`config.mk`:
```
export PLATFORM = sky130hd
export DESIGN_NAME = ps2_key_event_rx
export DESIGN_NICKNAME = d
export VERILOG_FILES = /design/src/rtl/ps2_pkg.sv /design/src/rtl/ps2_event_fifo.sv /design/src/rtl/ps2_key_event_rx.sv
export SDC_FILE = /design/constraint.sdc
export NUM_CORES = 1
export LEC_CHECK = 0
export BUFFER_PORTS_ARGS = -buffer_cell sky130_fd_sc_hd__clkbuf_2
export CORE_AREA = 3 3 130 132
export CTS_CLUSTER_DIAMETER = 60
export DETAILED_ROUTE_END_ITERATION = 6
export DIE_AREA = 0 0 133 135
export PLACE_DENSITY = 0.67
export SLEW_MARGIN = 30
export SYNTH_ARGS = -nofsm -noshare
export SYNTH_HDL_FRONTEND = slang
export SYNTH_HIERARCHICAL = 1
export SYNTH_SLANG_ARGS = --single-unit
```
`constraint.sdc`:
```
create_clock -name clk -period 2.45 [get_ports clk]
set_input_delay 0.1225 -clock clk [delete_from_list [all_inputs] [get_ports clk]]
set_output_delay 0.1225 -clock clk [all_outputs]
set_load 0.005 [all_outputs]
```
`src/rtl/ps2_pkg.sv`:
```
`default_nettype none
// ============================================================================
// Module : ps2_pkg
// Brief  : Shared types and constants for the PS/2 key event receiver.
// Rev    : 1.0  initial release
// ============================================================================
package ps2_pkg;

    typedef enum logic [1:0] {
        ST_IDLE   = 2'd0,
        ST_DATA   = 2'd1,
        ST_PARITY = 2'd2,
        ST_STOP   = 2'd3
    } ps2_state_t;

    localparam logic [7:0] PS2_PFX_EXT = 8'hE0;
    localparam logic [7:0] PS2_PFX_BRK = 8'hF0;

    typedef struct packed {
        logic       ext;
        logic       make;
        logic [7:0] code;
    } ps2_event_t;

    // Saturating 8-bit accumulate used by the optional error counter.
    function automatic logic [7:0] sat_add8(input logic [7:0] a, input logic [1:0] inc);
        logic [8:0] sum;
        sum = {1'b0, a} + {7'd0, inc};
        return sum[8] ? 8'hFF : sum[7:0];
    endfunction

endpackage
`default_nettype wire

```
`src/rtl/ps2_event_fifo.sv`:
```
`default_nettype none
// ============================================================================
// Module : ps2_event_fifo
// Brief  : Show-ahead event FIFO; drops pushes when full unless a pop frees a slot.
// Rev    : 1.0  initial release
// ============================================================================
module ps2_event_fifo #(
    parameter int DEPTH = 8,
    parameter int WIDTH = 10
) (
    input  logic                     clk,
    input  logic                     rst,
    input  logic                     push,
    input  logic [WIDTH-1:0]         push_data,
    output logic                     overflow,
    input  logic                     pop,
    output logic                     valid,
    output logic [WIDTH-1:0]         head,
    output logic [$clog2(DEPTH):0]   level
);
    localparam int PTR_W = $clog2(DEPTH);
    localparam int LVL_W = PTR_W + 1;

    logic [WIDTH-1:0] r_mem [DEPTH];
    logic [PTR_W-1:0] r_wr_ptr;
    logic [PTR_W-1:0] r_rd_ptr;
    logic [LVL_W-1:0] r_level;
    logic             r_overflow;

    logic w_full;
    logic w_pop;
    logic w_push;

    assign valid  = (r_level != '0);
    assign w_full = (r_level == LVL_W'(DEPTH));
    assign w_pop  = pop & valid;
    // A pop in the same cycle frees the slot, so a full FIFO still accepts.
    assign w_push = push & (~w_full | w_pop);

    always_ff @(posedge clk) begin
        if (w_push) begin
            r_mem[r_wr_ptr] <= push_data;
        end
    end

    always_ff @(posedge clk or posedge rst) begin
        if (rst) begin
            r_wr_ptr   <= '0;
            r_rd_ptr   <= '0;
            r_level    <= '0;
            r_overflow <= 1'b0;
        end else begin
            r_overflow <= push & w_full & ~w_pop;
            if (w_push) begin
                r_wr_ptr <= r_wr_ptr + PTR_W'(1);
            end
            if (w_pop) begin
                r_rd_ptr <= r_rd_ptr + PTR_W'(1);
            end
            case ({w_push, w_pop})
                2'b10:   r_level <= r_level + LVL_W'(1);
                2'b01:   r_level <= r_level - LVL_W'(1);
                default: r_level <= r_level;
            endcase
        end
    end

    assign head     = valid ? r_mem[r_rd_ptr] : '0;
    assign level    = r_level;
    assign overflow = r_overflow;

endmodule
`default_nettype wire

```
`src/rtl/ps2_key_event_rx.sv`:
```
`default_nettype none
// ============================================================================
// Module : ps2_key_event_rx
// Brief  : PS/2 keyboard frame receiver folding E0/F0 prefixes into key events.
//          Optional macro PS2_ERR_STATS_EN adds a saturating err_count output.
// Rev    : 1.0  initial release
// ============================================================================
module ps2_key_event_rx
    import ps2_pkg::*;
#(
    parameter int SYNC_STAGES    = 3,
    parameter int FIFO_DEPTH     = 8,
    parameter int TIMEOUT_CYCLES = 100000
) (
    input  logic                          clk,
    input  logic                          rst,
    input  logic                          kb_clk,
    input  logic                          data,
    output logic [7:0]                    ev_code,
    output logic                          ev_make,
    output logic                          ev_ext,
    output logic                          ev_valid,
    input  logic                          ev_ready,
    output logic [$clog2(FIFO_DEPTH):0]   fifo_level,
    output logic                          frame_err,
    output logic                          overflow
`ifdef PS2_ERR_STATS_EN
    ,
    output logic [7:0]                    err_count
`endif
);
    localparam int TO_W = $clog2(TIMEOUT_CYCLES);
    localparam logic [TO_W-1:0] C_TO_LAST = TO_W'(TIMEOUT_CYCLES - 1);

    // Synchroniser flops idle high so reset release never looks like a fall.
    logic [SYNC_STAGES-1:0] r_kb_clk_sync;
    logic [SYNC_STAGES-1:0] r_data_sync;
    logic                   r_kb_clk_prev;

    always_ff @(posedge clk or posedge rst) begin
        if (rst) begin
            r_kb_clk_sync <= '1;
            r_data_sync   <= '1;
            r_kb_clk_prev <= 1'b1;
        end else begin
            r_kb_clk_sync <= {r_kb_clk_sync[SYNC_STAGES-2:0], kb_clk};
            r_data_sync   <= {r_data_sync[SYNC_STAGES-2:0], data};
            r_kb_clk_prev <= r_kb_clk_sync[SYNC_STAGES-1];
        end
    end

    logic w_fall;
    logic w_data_s;
    assign w_fall   = r_kb_clk_prev & ~r_kb_clk_sync[SYNC_STAGES-1];
    assign w_data_s = r_data_sync[SYNC_STAGES-1];

    ps2_state_t       r_state;
    logic [2:0]       r_bit_cnt;
    logic [7:0]       r_shift;
    logic             r_par_ok;
    logic             r_ext;
    logic             r_brk;
    logic [TO_W-1:0]  r_to_cnt;
    logic             r_push;
    ps2_event_t       r_push_ev;
    logic             r_frame_err;

    logic [TO_W-1:0]  w_to_next;
    assign w_to_next = r_to_cnt + TO_W'(1);

    always_ff @(posedge clk or posedge rst) begin
        if (rst) begin
            r_state     <= ST_IDLE;
            r_bit_cnt   <= '0;
            r_shift     <= '0;
            r_par_ok    <= 1'b0;
            r_ext       <= 1'b0;
            r_brk       <= 1'b0;
            r_to_cnt    <= '0;
            r_push      <= 1'b0;
            r_push_ev   <= '0;
            r_frame_err <= 1'b0;
        end else begin
            r_push      <= 1'b0;
            r_frame_err <= 1'b0;
            if (r_state == ST_IDLE) begin
                r_to_cnt <= '0;
                if (w_fall && !w_data_s) begin
                    r_state   <= ST_DATA;
                    r_bit_cnt <= '0;
                end
            end else if (w_fall) begin
                r_to_cnt <= '0;
                case (r_state)
                    ST_DATA: begin
                        r_shift   <= {w_data_s, r_shift[7:1]};
                        r_bit_cnt <= r_bit_cnt + 3'd1;
                        if (r_bit_cnt == 3'd7) begin
                            r_state <= ST_PARITY;
                        end
                    end
                    ST_PARITY: begin
                        r_par_ok <= ^r_shift ^ w_data_s;
                        r_state  <= ST_STOP;
                    end
                    ST_STOP: begin
                        r_state <= ST_IDLE;
                        if (r_par_ok && w_data_s) begin
                            if (r_shift == PS2_PFX_EXT) begin
                                r_ext <= 1'b1;
                            end else if (r_shift == PS2_PFX_BRK) begin
                                r_brk <= 1'b1;
                            end else begin
                                r_push    <= 1'b1;
                                r_push_ev <= '{ext: r_ext, make: ~r_brk, code: r_shift};
                                r_ext     <= 1'b0;
                                r_brk     <= 1'b0;
                            end
                        end else begin
                            r_frame_err <= 1'b1;
                            r_ext       <= 1'b0;
                            r_brk       <= 1'b0;
                        end
                    end
                    default: r_state <= ST_IDLE;
                endcase
            end else if (w_to_next == C_TO_LAST) begin
                // Keyboard stalled mid-frame: abandon it and any pending prefix.
                r_state     <= ST_IDLE;
                r_to_cnt    <= '0;
                r_frame_err <= 1'b1;
                r_ext       <= 1'b0;
                r_brk       <= 1'b0;
            end else begin
                r_to_cnt <= w_to_next;
            end
        end
    end

    ps2_event_t w_head;
    logic       w_overflow;

    ps2_event_fifo #(
        .DEPTH (FIFO_DEPTH),
        .WIDTH ($bits(ps2_event_t))
    ) u_fifo (
        .clk       (clk),
        .rst       (rst),
        .push      (r_push),
        .push_data (r_push_ev),
        .overflow  (w_overflow),
        .pop       (ev_ready),
        .valid     (ev_valid),
        .head      (w_head),
        .level     (fifo_level)
    );

    assign ev_code   = w_head.code;
    assign ev_make   = w_head.make;
    assign ev_ext    = w_head.ext;
    assign frame_err = r_frame_err;
    assign overflow  = w_overflow;

`ifdef PS2_ERR_STATS_EN
    logic [7:0] r_err_count;

    always_ff @(posedge clk or posedge rst) begin
        if (rst) begin
            r_err_count <= '0;
        end else if (r_frame_err || w_overflow) begin
            r_err_count <= sat_add8(r_err_count,
                                    {r_frame_err & w_overflow, r_frame_err ^ w_overflow});
        end
    end

    assign err_count = r_err_count;
`endif

endmodule
`default_nettype wire

```
# Word level (Yosys, flattened, before mapping)

Memory sizes are Yosys's and may differ from the RTL's.
Index checks and enable logic that the tools add are counted.

$add $sub $neg: 6
Equal/unequal tests: 15
Multiplexer cells: 39
Bitwise operators: 14
Reduce and logical (&&, ||, !) cells: 18

Operators with widths:

| kind                                                  | number |
|---|---|
| two-way mux 17 bit                                    | 3 |
| two-way mux 1 bit                                     | 24 |
| adder 17 x 1 -> 17 bit, second input constant         | 1 |
| equality test 17 bit, second input constant           | 1 |
| equality test 8 bit, second input constant            | 2 |
| two-way mux 3 bit                                     | 4 |
| AND reduction 3 bit                                   | 4 |
| two-way mux 10 bit                                    | 1 |
| two-way mux 2 bit                                     | 5 |
| adder 3 x 1 -> 3 bit, second input constant           | 3 |
| inequality test 4 bit, second input constant          | 2 |
| one-hot mux 4 bit (2 select lines)                    | 1 |
| AND reduction 4 bit                                   | 2 |
| nonzero test 2 bit                                    | 4 |
| parity 8 bit                                          | 1 |
| inverter 1 bit                                        | 7 |
| equality test 2 bit, second input constant            | 3 |
| AND reduction 6 bit                                   | 1 |
| AND 1 bit                                             | 5 |
| adder 4 x 1 -> 4 bit, second input constant           | 1 |
| equality test 2 x 1 -> 1 bit, second input constant   | 2 |
| equality test 4 bit, second input constant            | 1 |
| inequality test 2 x 1 -> 1 bit, second input constant | 2 |
| one-hot mux 2 bit (2 select lines)                    | 1 |
| other kinds (10)                                      | 11 |

Bits in registers: 63
Memory bits (writable): 80
Input bits: 5
Output and inout bits: 17
Logic and storage cells: 112
Memories: 1

Memories:

| memory       | depth | bits a word | rd ports | clocked after memory_dff | write ports | line                 | text |
|---|---|---|---|---|---|---|---|
| u_fifo.r_mem | 8     | 10          | 1        | 0                        | 1           | ps2_event_fifo.sv:24 | `logic [WIDTH-1:0] r_mem [DEPTH];` |

# Depth between registers and ports, before layout

Gate-level depths: netlist of the first run.

Word-level depth: 7
Gate-level depth with buffers: 9

# Hierarchy

Netlist of the first run, hierarchy kept.

Modules (own cells, without submodules):

| module           | times used | cells an instance | area each (sq um) | sequential area each (sq um) |
|---|---|---|---|---|
| ps2_event_fifo   | 1          | 224               | 3814.9            | 2677.6 |
| ps2_key_event_rx | 1          | 257               | 2613.8            | 1310.0 |

# Worst setup path before layout of the first run

Ideal clock, no wire load.

Kind: reg-to-reg
Start point: register r_to_cnt[0]
End point: register r_state[1]
Arrival: 2.123 ns
Data required time: 2.333 ns
Setup slack: 0.211 ns
Cell stages (with the launch flop): 8
Path buffers: 0
Clock period less this slack: 2.239 ns
Path through: dfrtp_1 > ha_1 > nand4_4 > nor3_1 > xor2_1 > o211ai_1 > or4b_4 > and2_4

Word-level cells in the longest chain between the ends: 4

RTL lines:

| item                          | line                    | text |
|---|---|---|
| start, declared               | ps2_key_event_rx.sv:63  | `logic [TO_W-1:0] r_to_cnt;` |
| start signal, assigned        | ps2_key_event_rx.sv:135 | `r_to_cnt <= w_to_next;` |
| adder 17 x 1 -> 17 bit        | ps2_key_event_rx.sv:69  | `assign w_to_next = r_to_cnt + TO_W'(1);` |
| equality test 17 bit          | ps2_key_event_rx.sv:127 | `end else if (w_to_next == C_TO_LAST) begin` |
| nonzero test 3 bit (no line)  | n/a                     |  |
| AND reduction 3 bit (no line) | n/a                     |  |
| end signal, assigned          | ps2_key_event_rx.sv:73  | `r_state <= ST_IDLE;` |
| end signal, assigned          | ps2_key_event_rx.sv:125 | `default: r_state <= ST_IDLE;` |
| end signal, assigned          | ps2_key_event_rx.sv:129 | `r_state <= ST_IDLE;` |
| end, declared                 | ps2_key_event_rx.sv:57  | `ps2_state_t r_state;` |

Every way passes these cells.
A chain may end at the register's enable or synchronous reset.

# Final worst setup path of the first run

Start point: register r_to_cnt[2]
End point: register r_to_cnt[10]

Word-level cells in the longest chain between the ends: 5

RTL lines:

| item                       | line                    | text |
|---|---|---|
| adder 17 x 1 -> 17 bit (*) | ps2_key_event_rx.sv:69  |  |
| equality test 17 bit       | ps2_key_event_rx.sv:127 |  |
| two-way mux 17 bit (*)     | ps2_key_event_rx.sv:127 |  |
| two-way mux 17 bit (*)     | ps2_key_event_rx.sv:92  | `end else if (w_fall) begin` |
| two-way mux 17 bit (*)     | ps2_key_event_rx.sv:86  | `if (r_state == ST_IDLE) begin` |

Every way passes the cells marked *; elsewhere a longest branch is shown, timed or not.

==> results of run 1 <==
[registers in the layout (all words and copies together) (netlist names), 4 cells and up]
signal,flops
r_push_ev,10
r_shift,8
r_to_cnt,17
u_fifo/level,4
u_fifo/r_mem,80
[cells in the mapped netlist (2+ instances only)]
library cell,n,area share (%)
ha_1,17,3.3
nor2_1,21,1.2
a21oi_1,3,0.23
nand2_1,42,2.5
nand3_1,15,1.2
dfstp_2,7,2.9
buf_4,4,0.47
a221o_1,10,1.6
nand4_1,5,0.49
o211ai_1,3,0.35
buf_2,5,0.39
mux2i_1,44,6.9
nor4_4,2,0.66
nand4_4,2,0.66
o221a_2,2,0.35
o31ai_1,2,0.23
or2_2,2,0.19
o21ai_0,19,1.5
nand4b_1,3,0.41
mux2_2,5,0.88
inv_1,19,1.1
o21bai_1,2,0.23
nor3b_1,2,0.23
nand2b_1,5,0.49
clkbuf_1,10,0.58
and2_1,2,0.19
o22ai_1,2,0.19
or3_1,2,0.19
nor4_1,3,0.29
xnor2_1,15,2.0
a31oi_1,2,0.19
edfxtp_1,80,37
a221oi_1,10,1.4
nor3_1,15,1.2
dfrtp_1,56,22
nor2b_1,6,0.58
buf_6,2,0.35
nand3b_1,3,0.35
xor2_1,8,1.1
[worst max-delay path, stage by stage (launching register included)]
cell	delay (ns)
dfrtp_1	0.46
nand3_1	0.21
nor4_1	0.45
xnor2_1	0.16
or3_1	0.44
nor3_4	0.33
nor3b_1	0.11
[report_power, final]
part | internal, W | switching [W] | total, W
Sequential | 0.00274 | 0.000198 | 0.00294
Combinational | 0.000988 | 0.00108 | 0.00207
Clock | 0.00160 | 0.000969 | 0.00257
Total | 0.00533 | 0.00225 | 0.00758
[final timing paths]
kind	start	end	cells past startpoint
setup / recovery	r_to_cnt[2]	r_to_cnt[10]	6
hold / removal	ev_ready	u_fifo/r_rd_ptr[0]	3
setup reg to reg	r_to_cnt[2]	r_to_cnt[10]	6
hold reg to reg	r_kb_clk_sync[1]	r_kb_clk_sync[2]	0
max in group asynchronous	rst	r_kb_clk_sync[2]	4
min in group asynchronous	rst	u_fifo/level[2]	3
[per-layer routing]
metal | track usage [%] | vias to the layer above
met5 | 0 | -
li1 | - | 1868
met1 | 16.7 | 1901
met2 | 23.4 | 56
met4 | 4.21 | 0
met3 | 3.80 | 9
[cells by family after synthesis]
group | count (synthesis)
DFF | 143
and+or+nand+nor | 141
xor gates and xnor gates | 23
muxes | 50
adders and majority gates | 17
AOI/OAI and AO/OA | 65
buffers and inverters | 42
[repair_timing]
item	4_1_cts	5_1_grt
hold endpoints to repair	58	0
hold buffers	3	0
gates resized for setup	0	1
setup endpoints to repair	0	5
[metrics by stage]
| step | hold slack (ns) | power (W) | worst slack, ns | instances |
|---|---|---|---|---|
| finish | 0.117 | 0.00758 | 0.163 | 753 |
| global route | 0.161 | 0.00803 | -0.00548 | 753 |
| CTS | 0.111 | 0.00768 | 0.119 | 753 |
| detailed placement | 0.191 | 0.00507 | 0.141 | 718 |
| global placement | 0.147 | 0.00498 | 0.190 | 718 |
| floorplan | -0.0251 | 0.00450 | 0.211 | 481 |
[final cells by class]
cell class	count	area, um^2
Timing Repair Buffer	47	308
Clock inverter	13	160
Sequential cell	143	3990
Clock buffer	19	433
Inverter	19	73.8
Fill cell	1365	8350
Tap cell	216	270
Multi-Input combinational cell	296	2250
==> reports/metrics.yaml, run 1 <==
leakage_nw: 3.01
synth_top_family_by_area: "simple AND/OR/NAND/NOR gates"
io_pins: 22
post_cts_buffers: 0
hold_viol_final: 0
hold_class: "primary input to flop"
met2WireLength_um: 5780
ys_seq_area_share_pct: 62.0
slew_headroom_pct: 38.5
path_class: "flop to flop"
power_density_nw_per_um2: 1010
yosysWarningCount: 6
antenna_cells: 0
drtAntennaViolNets: 0
globalplace.congestion: 0.769
fmax_ghz: 0.437
synthXorXnorAreaFrac_pct: 3.13
cts_max_path_buffers: 2
syn2layout_area_growth_pct: 16.4
syn_inst: 481
htree_levels: 4
post_drt_wl_per_cell_um: 15.4
synth_edf_count: 80
synthSimpleGateAreaFrac_pct: 12.6
top_layer: "met4"
setup_viol: 0
maxCapViolCount: 0
drc: 0
worstPathRequired_ns: 2.73
die_y_um: 135
cts.sinks: 143
track_usage_pct: 13.6
crit_fanout: 9
ys.flop_type: "edfxtp_1"
port_buffers: 21
fin_tns_setup_ns: 0
dieArea_um2: 18000
design_area_um2: 7480
core.rowCount: 46
initial_utilization_pct: 40.6
die_x_um: 133
synth_cell_types: 63
cts_tree: "done"
crit_arrival_ns: 2.56
wl_met1_um: 5350
dpl_cell_area_um2: 6850
wl_met3_um: 350
status: "completed"
fin_crit_ns: 2.29
postSynthAreaPerCell_um2: 13.4
grt_max_degree: 50
crit_path_start_kind: "flop"
drtIter0Drc: 212
async_flop_share_pct: 44.1
cts_root_buffer: "clkbuf_16"
synthMuxAreaShare_pct: 7.96
r2r_setup_slack_ns: 0.16
numCtsBuffers: 17
fin_nets: 546
core-area_um2: 15800
fin_crit_sh_pct: 93.3
fin_skew_ns: 0.00805
globalRoute.totalOverflow: 0
antenna_found_initial: 0
worst_pin_slew_ns: 0.920
synth_area_um2: 6430
grt_pass1_wl_um: 19600
drive_gt1_share_pct: 19.9
synth_fp_nets: 503
dr.pass1.iters: 4
final_cell_mix: "edfxtp_1, dfrtp_1, mux2i_1"
layout_commonest_cell: "edfxtp_1"
ys_ff_latch: 143
endpoint_kind: "flop"
synth_compound_area_share_pct: 7.75
insertion_delay_ns: 0.41
grt_pass1_vias: 3959
clk_pin_slew_ns: 0.06
place.detailed.hpwl_um: 7820
vdd_ir_drop_max_mv: 0.494
via_per_inst: 5.09
routed_wl_um: 11600
synth-adder-area-share_pct: 3.31
num_vias: 3834
slew_viol_final: 0
final_util_pct: 47.3
Note: power is estimated with default switching activity, not from simulation.
==> run 2: changes to the inputs <==
--- a/config.mk
+++ b/config.mk
@@ -6,13 +6,13 @@
 export NUM_CORES = 1
 export LEC_CHECK = 0
 export BUFFER_PORTS_ARGS = -buffer_cell sky130_fd_sc_hd__clkbuf_2
-export CORE_AREA = 3 3 130 132
+export CORE_AREA = 3 3 126 128
+export CTS_BUF_LIST = sky130_fd_sc_hd__clkbuf_4 sky130_fd_sc_hd__clkbuf_8
 export CTS_CLUSTER_DIAMETER = 60
 export DETAILED_ROUTE_END_ITERATION = 6
-export DIE_AREA = 0 0 133 135
+export DIE_AREA = 0 0 129 131
 export PLACE_DENSITY = 0.67
 export SLEW_MARGIN = 30
 export SYNTH_ARGS = -nofsm -noshare
 export SYNTH_HDL_FRONTEND = slang
-export SYNTH_HIERARCHICAL = 1
 export SYNTH_SLANG_ARGS = --single-unit
==> reports/metrics.yaml, run 2 <==
antenna_cells: 0
track_usage_pct: 13.6
insertion_delay_ns: 0.45
htree_levels: 4
grt_pass1_vias: 3498
layout_commonest_cell: "edfxtp_1"
power_frac_seq_pct: 46.0
p_sw_w: 0.00192
status: "completed"
netlist.area_leader.share_pct: 39.4
timing.rr.end: "frame_err"
syn_inst: 428
cts_root_buffer: "clkbuf_8"
crit_fanout: 6
ys_ff_latch: 143
slew_viol_final: 0
switching_share_pct: 29.7
yosysWarningCount: 0
drtIter0Drc: 146
path_class: "flop to flop"
globalplace.congestion: 0.821
fill_cells: 1343
postSynthAreaPerCell_um2: 14.2
async_flop_share_pct: 44.1
crit_path_start_kind: "flop"
synth_fp_nets: 453
drc: 0
synth_common_cells: "edfxtp_1, dfrtp_1, nand2_1"
cts.sinks: 143
layout_setup_ws_ns: 0.181
cts_tree: "done"
via_per_inst: 5.08
vdd_ir_drop_max_mv: 0.469
port_buffers: 21
clk_pin_slew_ns: 0.08
antenna_found_initial: 0
maxCapViolCount: 0
worstPathRequired_ns: 2.83
synth_edf_count: 80
place.detailed.hpwl_um: 6960
grt_max_degree: 28
yosysMostFrequentCell: "edfxtp_1"
hold_viol_final: 0
grt_pass1_wl_um: 17500
ys.flop_type: "edfxtp_1"
fin_nets: 499
ys_seq_area_share_pct: 65.4
reg_top3: "u_fifo.r_mem: 80 flops, r_to_cnt: 17 flops, r_push_ev: 10 flops"
synth.area.top_cells: "edfxtp_1, dfrtp_1, mux4_2"
r2r_setup_slack_ns: 0.18
worst_pin_slew_ns: 0.718
setup_viol: 0
initial_utilization_pct: 40.7
syn2layout_area_growth_pct: 14.1
final_cell_mix: "edfxtp_1, dfrtp_1, nand2_1"
dieArea_um2: 16900
largest-register: "u_fifo.r_mem"
combPwrFrac_pct: 25.4
post_drt_wl_per_cell_um: 15.9
hold_class: "primary input to asynchronous set/reset pin"
fin_crit_sh_pct: 92.6
pre_cts_ws_ns: 0.152
dr.pass1.iters: 4
synth_cell_types: 45
io_pins: 22
leakage_nw: 2.73
synth_area_um2: 6090
fin_skew_ns: 0.00929
cts_max_path_buffers: 2
largest_reg_flops: 80
fin_tns_setup_ns: 0
routed_wl_um: 10700
fmax_ghz: 0.441
yosysTopAreaCell: "edfxtp_1"
die_x_um: 129
core-area_um2: 15000
r2r-start: "r_to_cnt[11]"
reg2reg_depth: 7
p_int_w: 0.00455
numCtsBuffers: 17
rsz0062_at_grt: "no"
num_vias: 3426
fin_crit_ns: 2.27
power_density_nw_per_um2: 930
endpoint_kind: "flop"
drtAntennaViolNets: 0
pwr-share-clk_pct: 28.6
slew_headroom_pct: 52.1
crit_arrival_ns: 2.65
die_y_um: 131
core.rowCount: 45
globalRoute.totalOverflow: 0
drive_gt1_share_pct: 22.4
run 2: power groups by stage:
stage                     combinational, W  sequential (W)  clock [W]
after floorplan                    0.00124         0.00294          0
after global placement             0.00161         0.00301          0
after detailed placement           0.00166         0.00303          0
after CTS                          0.00168         0.00299    0.00189
after global routing               0.00185         0.00301    0.00201
final                              0.00165         0.00298    0.00185
run 2: worst max-delay path by stage:
| stage | start | endpoint | cells after the start |
|---|---|---|---|
| 4_1_cts | u_fifo.level[1] | u_fifo.level[3] | 11 |
| 2_1_floorplan | u_fifo.level[0] | u_fifo.level[3] | 9 |
| 5_1_grt | r_to_cnt[11] | frame_err | 7 |
| 6_report | r_to_cnt[11] | frame_err | 7 |
| 3_5_place_dp | u_fifo.level[1] | u_fifo.level[3] | 11 |
| 3_3_place_gp | u_fifo.level[1] | u_fifo.level[3] | 11 |
run 2: cells by family (layout without fill, tap and decap cells):
logic type	Yosys count	in the layout	share of synthesized area (%)
multiplexers	37	37	10.3
XOR/XNOR	26	26	3.74
buffers and inverters	28	87	1.85
adder cells (fa/ha/maj)	20	20	4.23
AO/OA/AOI/OAI	36	36	3.72
flip-flops	143	143	65.4
AND/OR/NAND/NOR	138	138	10.8
run 2: timing repair:
item | 4_1_cts | 5_1_grt
hold buffers | 4 | 0
hold endpoints to repair | 21 | 0
gates resized for setup | 0 | 1
buffers inserted | 0 | 1
setup endpoints to repair | 0 | 2
run 2: per-layer routing:
metal / part of all wire [%] / up-vias / global-route usage (%)
li1: - / 1654 / -
met1: 43 / 1713 / 16.2
met2: 52 / 50 / 23.4
met3: 3.8 / 9 / 4.11
met4: 1.0 / 0 / 4.82
met5: 0 / - / 0
run 2: layout make-up:
type / instances / area, um^2 / area share [%]
clock inverter: 10 / 114 / 1.64
timing repair buffer: 39 / 250 / 3.60
sequential: 143 / 3990 / 57.4
tap: 188 / 235 / 3.38
clock buffer: 22 / 284 / 4.08
inverter: 16 / 60.1 / 0.864
multi-input combinational: 257 / 2020 / 29.1
run 2: stage by stage:
step                hold slack, ns  total power (W)  utilization, %  instance area [um^2]  instances
floorplan                    0.127          0.00418               -                  6090        428
global placement             0.188          0.00463            43.3                  6490        638
detailed placement           0.197          0.00469            43.4                  6500        638
CTS                          0.267          0.00656            46.3                  6930        674
global route                 0.285          0.00687            46.4                  6950        675
finish                       0.262          0.00647            46.4                  6950        675
run 2: worst max-delay path, stage by stage (launching register included):
cell      delay [ns]
dfrtp_1         0.44
or4b_1          0.55
nor3_1          0.19
nand4_1         0.11
a2111o_1        0.45
buf_4           0.17
o21ai_0         0.15
o21a_1          0.14
==> run 3: changes to the inputs <==
--- a/config.mk
+++ b/config.mk
@@ -6,13 +6,14 @@
 export NUM_CORES = 1
 export LEC_CHECK = 0
 export BUFFER_PORTS_ARGS = -buffer_cell sky130_fd_sc_hd__clkbuf_2
-export CORE_AREA = 3 3 126 128
+export CORE_AREA = 3 3 130 132
 export CTS_BUF_LIST = sky130_fd_sc_hd__clkbuf_4 sky130_fd_sc_hd__clkbuf_8
 export CTS_CLUSTER_DIAMETER = 60
 export DETAILED_ROUTE_END_ITERATION = 6
-export DIE_AREA = 0 0 129 131
+export DIE_AREA = 0 0 133 135
 export PLACE_DENSITY = 0.67
 export SLEW_MARGIN = 30
 export SYNTH_ARGS = -nofsm -noshare
 export SYNTH_HDL_FRONTEND = slang
+export SYNTH_HIERARCHICAL = 1
 export SYNTH_SLANG_ARGS = --single-unit
==> reports/metrics.yaml, run 3 (synthesis results as in run 1) <==
leakage_nw: 2.93
die_y_um: 135
drive_gt1_share_pct: 20.5
crit_family: "simple AND/OR/NAND/NOR gates"
hold_viol_final: 0
status: "completed"
worst_pin_slew_ns: 0.923
dpl_cell_area_um2: 6850
cts.sinks: 143
htree_levels: 4
fin_crit_ns: 2.32
num_vias: 3790
crit_path_start_kind: "flop"
ff_latch_area_um2: 3990
largest_reg_flops: 80
path_class: "flop to flop"
port_buffers: 21
core.rowCount: 46
multi_input_area_um2: 2250
drc: 0
slew_headroom_pct: 38.3
cts_tree: "done"
fin_nets: 546
p_int_w: 0.00476
grtUsageMet1_pct: 16.8
vdd_ir_drop_max_mv: 0.422
reg_top3: "u_fifo/r_mem: 80 flops, r_to_cnt: 17 flops, r_push_ev: 10 flops"
cp_slowest_stage_delay_ns: 0.48
design_area_um2: 7300
drtAntennaViolNets: 0
combPwrFrac_pct: 29.9
dieArea_um2: 18000
power_frac_seq_pct: 42.5
final_cell_mix: "edfxtp_1, dfrtp_1, mux2i_1"
grt.busiest_layer: "met2"
maxCapViolCount: 0
io_pins: 22
fin_tns_setup_ns: 0
switching_share_pct: 31.3
grtUsageMet3_pct: 4.06
fill_cells: 1387
power_density_nw_per_um2: 948
grt_pass1_vias: 3923
globalRoute.totalOverflow: 0
power.total_w: 0.00692
worstPathRequired_ns: 2.75
grt_pass1_wl_um: 19500
hold_class: "primary input to flop"
fin_hold_ws_ns: 0.0884
pwr-share-clk_pct: 27.6
syn2layout_area_growth_pct: 13.6
fin_skew_ns: 0.0137
slew_viol_final: 0
crit_slowest_cell: "dfrtp_1"
insertion_delay_ns: 0.44
largest-register: "u_fifo/r_mem"
crit_fanout: 9
endpoint_kind: "flop"
crit_buf_inv: 0
post_cts_buffers: 0
post_drt_wl_per_cell_um: 15.2
final_util_pct: 46.1
numCtsBuffers: 17
crit_chain: "nand3_1, nor4_1, xnor2_1, or3_1, nor3_4, nor3b_1"
fin_crit_sh_pct: 94.6
initial_utilization_pct: 40.6
globalplace.congestion: 0.769
via_per_inst: 5.03
layout_commonest_cell: "edfxtp_1"
die_x_um: 133
cts_max_path_buffers: 2
drtIter0Drc: 184
track_usage_pct: 13.5
cts_root_buffer: "clkbuf_8"
core-area_um2: 15800
antenna_cells: 0
routed_wl_um: 11500
clk_pin_slew_ns: 0.08
grt_max_degree: 50
crit_arrival_ns: 2.62
fmax_ghz: 0.432
grt_util_met2_pct: 23.0
p_sw_w: 0.00216
setup_viol: 0
place.detailed.hpwl_um: 7820
antenna_found_initial: 0
dr.pass1.iters: 5
-- run 3: cell count changes in the layout (fill, tap and decap cells not counted), moves of 5 or more --
| cell | previous run | this run |
|---|---|---|
| nor2_2 | 6 | 1 |
| mux2i_1 | 12 | 44 |
| mux4_2 | 20 | 0 |
| a221oi_1 | 1 | 10 |
| xnor2_1 | 21 | 15 |
| nor2_1 | 34 | 20 |
| buf_4 | 14 | 23 |
| a221o_1 | 0 | 10 |
| nor3_1 | 8 | 14 |
-- run 3: power by group through the flow --
stage	logic, W	registers [W]	clock network, W
CTS	0.00210	0.00294	0.00197
global route	0.00229	0.00297	0.00211
global placement	0.00201	0.00297	0
floorplan	0.00156	0.00294	0
finish	0.00207	0.00294	0.00191
detailed placement	0.00209	0.00299	0
-- run 3: what timing repair did --
item	4_1_cts	5_1_grt
hold endpoints to repair	58	0
resized for setup	0	2
hold buffers	3	0
setup endpoints to repair	0	5
-- run 3: area by class of cell --
cell class / count / area share, %
multi-input cells: 296 / 30.9
clock inverters: 13 / 2.19
flip-flops and latches: 143 / 54.6
inverters: 19 / 1.01
well taps: 216 / 3.70
clock buffers: 19 / 3.41
repair buffers: 47 / 4.21
-- run 3: worst min-delay path, cell delays in order --
cell and delay (ns):
clkbuf_2 0.17, nand2_1 0.13, xnor2_1 0.07
-- run 3: per-stage QoR --
| step | worst slack (ns) | cells |
|---|---|---|
| global route | -0.0380 | 753 |
| CTS | 0.0912 | 753 |
| detailed placement | 0.141 | 718 |
| finish | 0.133 | 753 |
| global placement | 0.190 | 718 |
| floorplan | 0.211 | 481 |
-- run 3: path summary, 6_finish.rpt --
path / startpoint / end / slack (ns) / cells past startpoint
max in group asynchronous: rst / r_kb_clk_sync[1] / 1.51 / 4
worst min register to register: r_kb_clk_sync[1] / r_kb_clk_sync[2] / 0.36 / 0
worst max-delay path: r_to_cnt[2] / r_to_cnt[10] / 0.13 / 6
worst max register to register: r_to_cnt[2] / r_to_cnt[10] / 0.13 / 6
worst min-delay path: ev_ready / u_fifo/r_rd_ptr[0] / 0.09 / 3
min in group asynchronous: rst / u_fifo/level[2] / 0.28 / 3
-- run 3: layer usage --
| metal | part of all wire (%) | vias to the layer above |
|---|---|---|
| li1 | - | 1860 |
| met1 | 47 | 1877 |
| met2 | 50 | 44 |
| met3 | 2.7 | 9 |
| met4 | 1.1 | 0 |
| met5 | 0 | - |
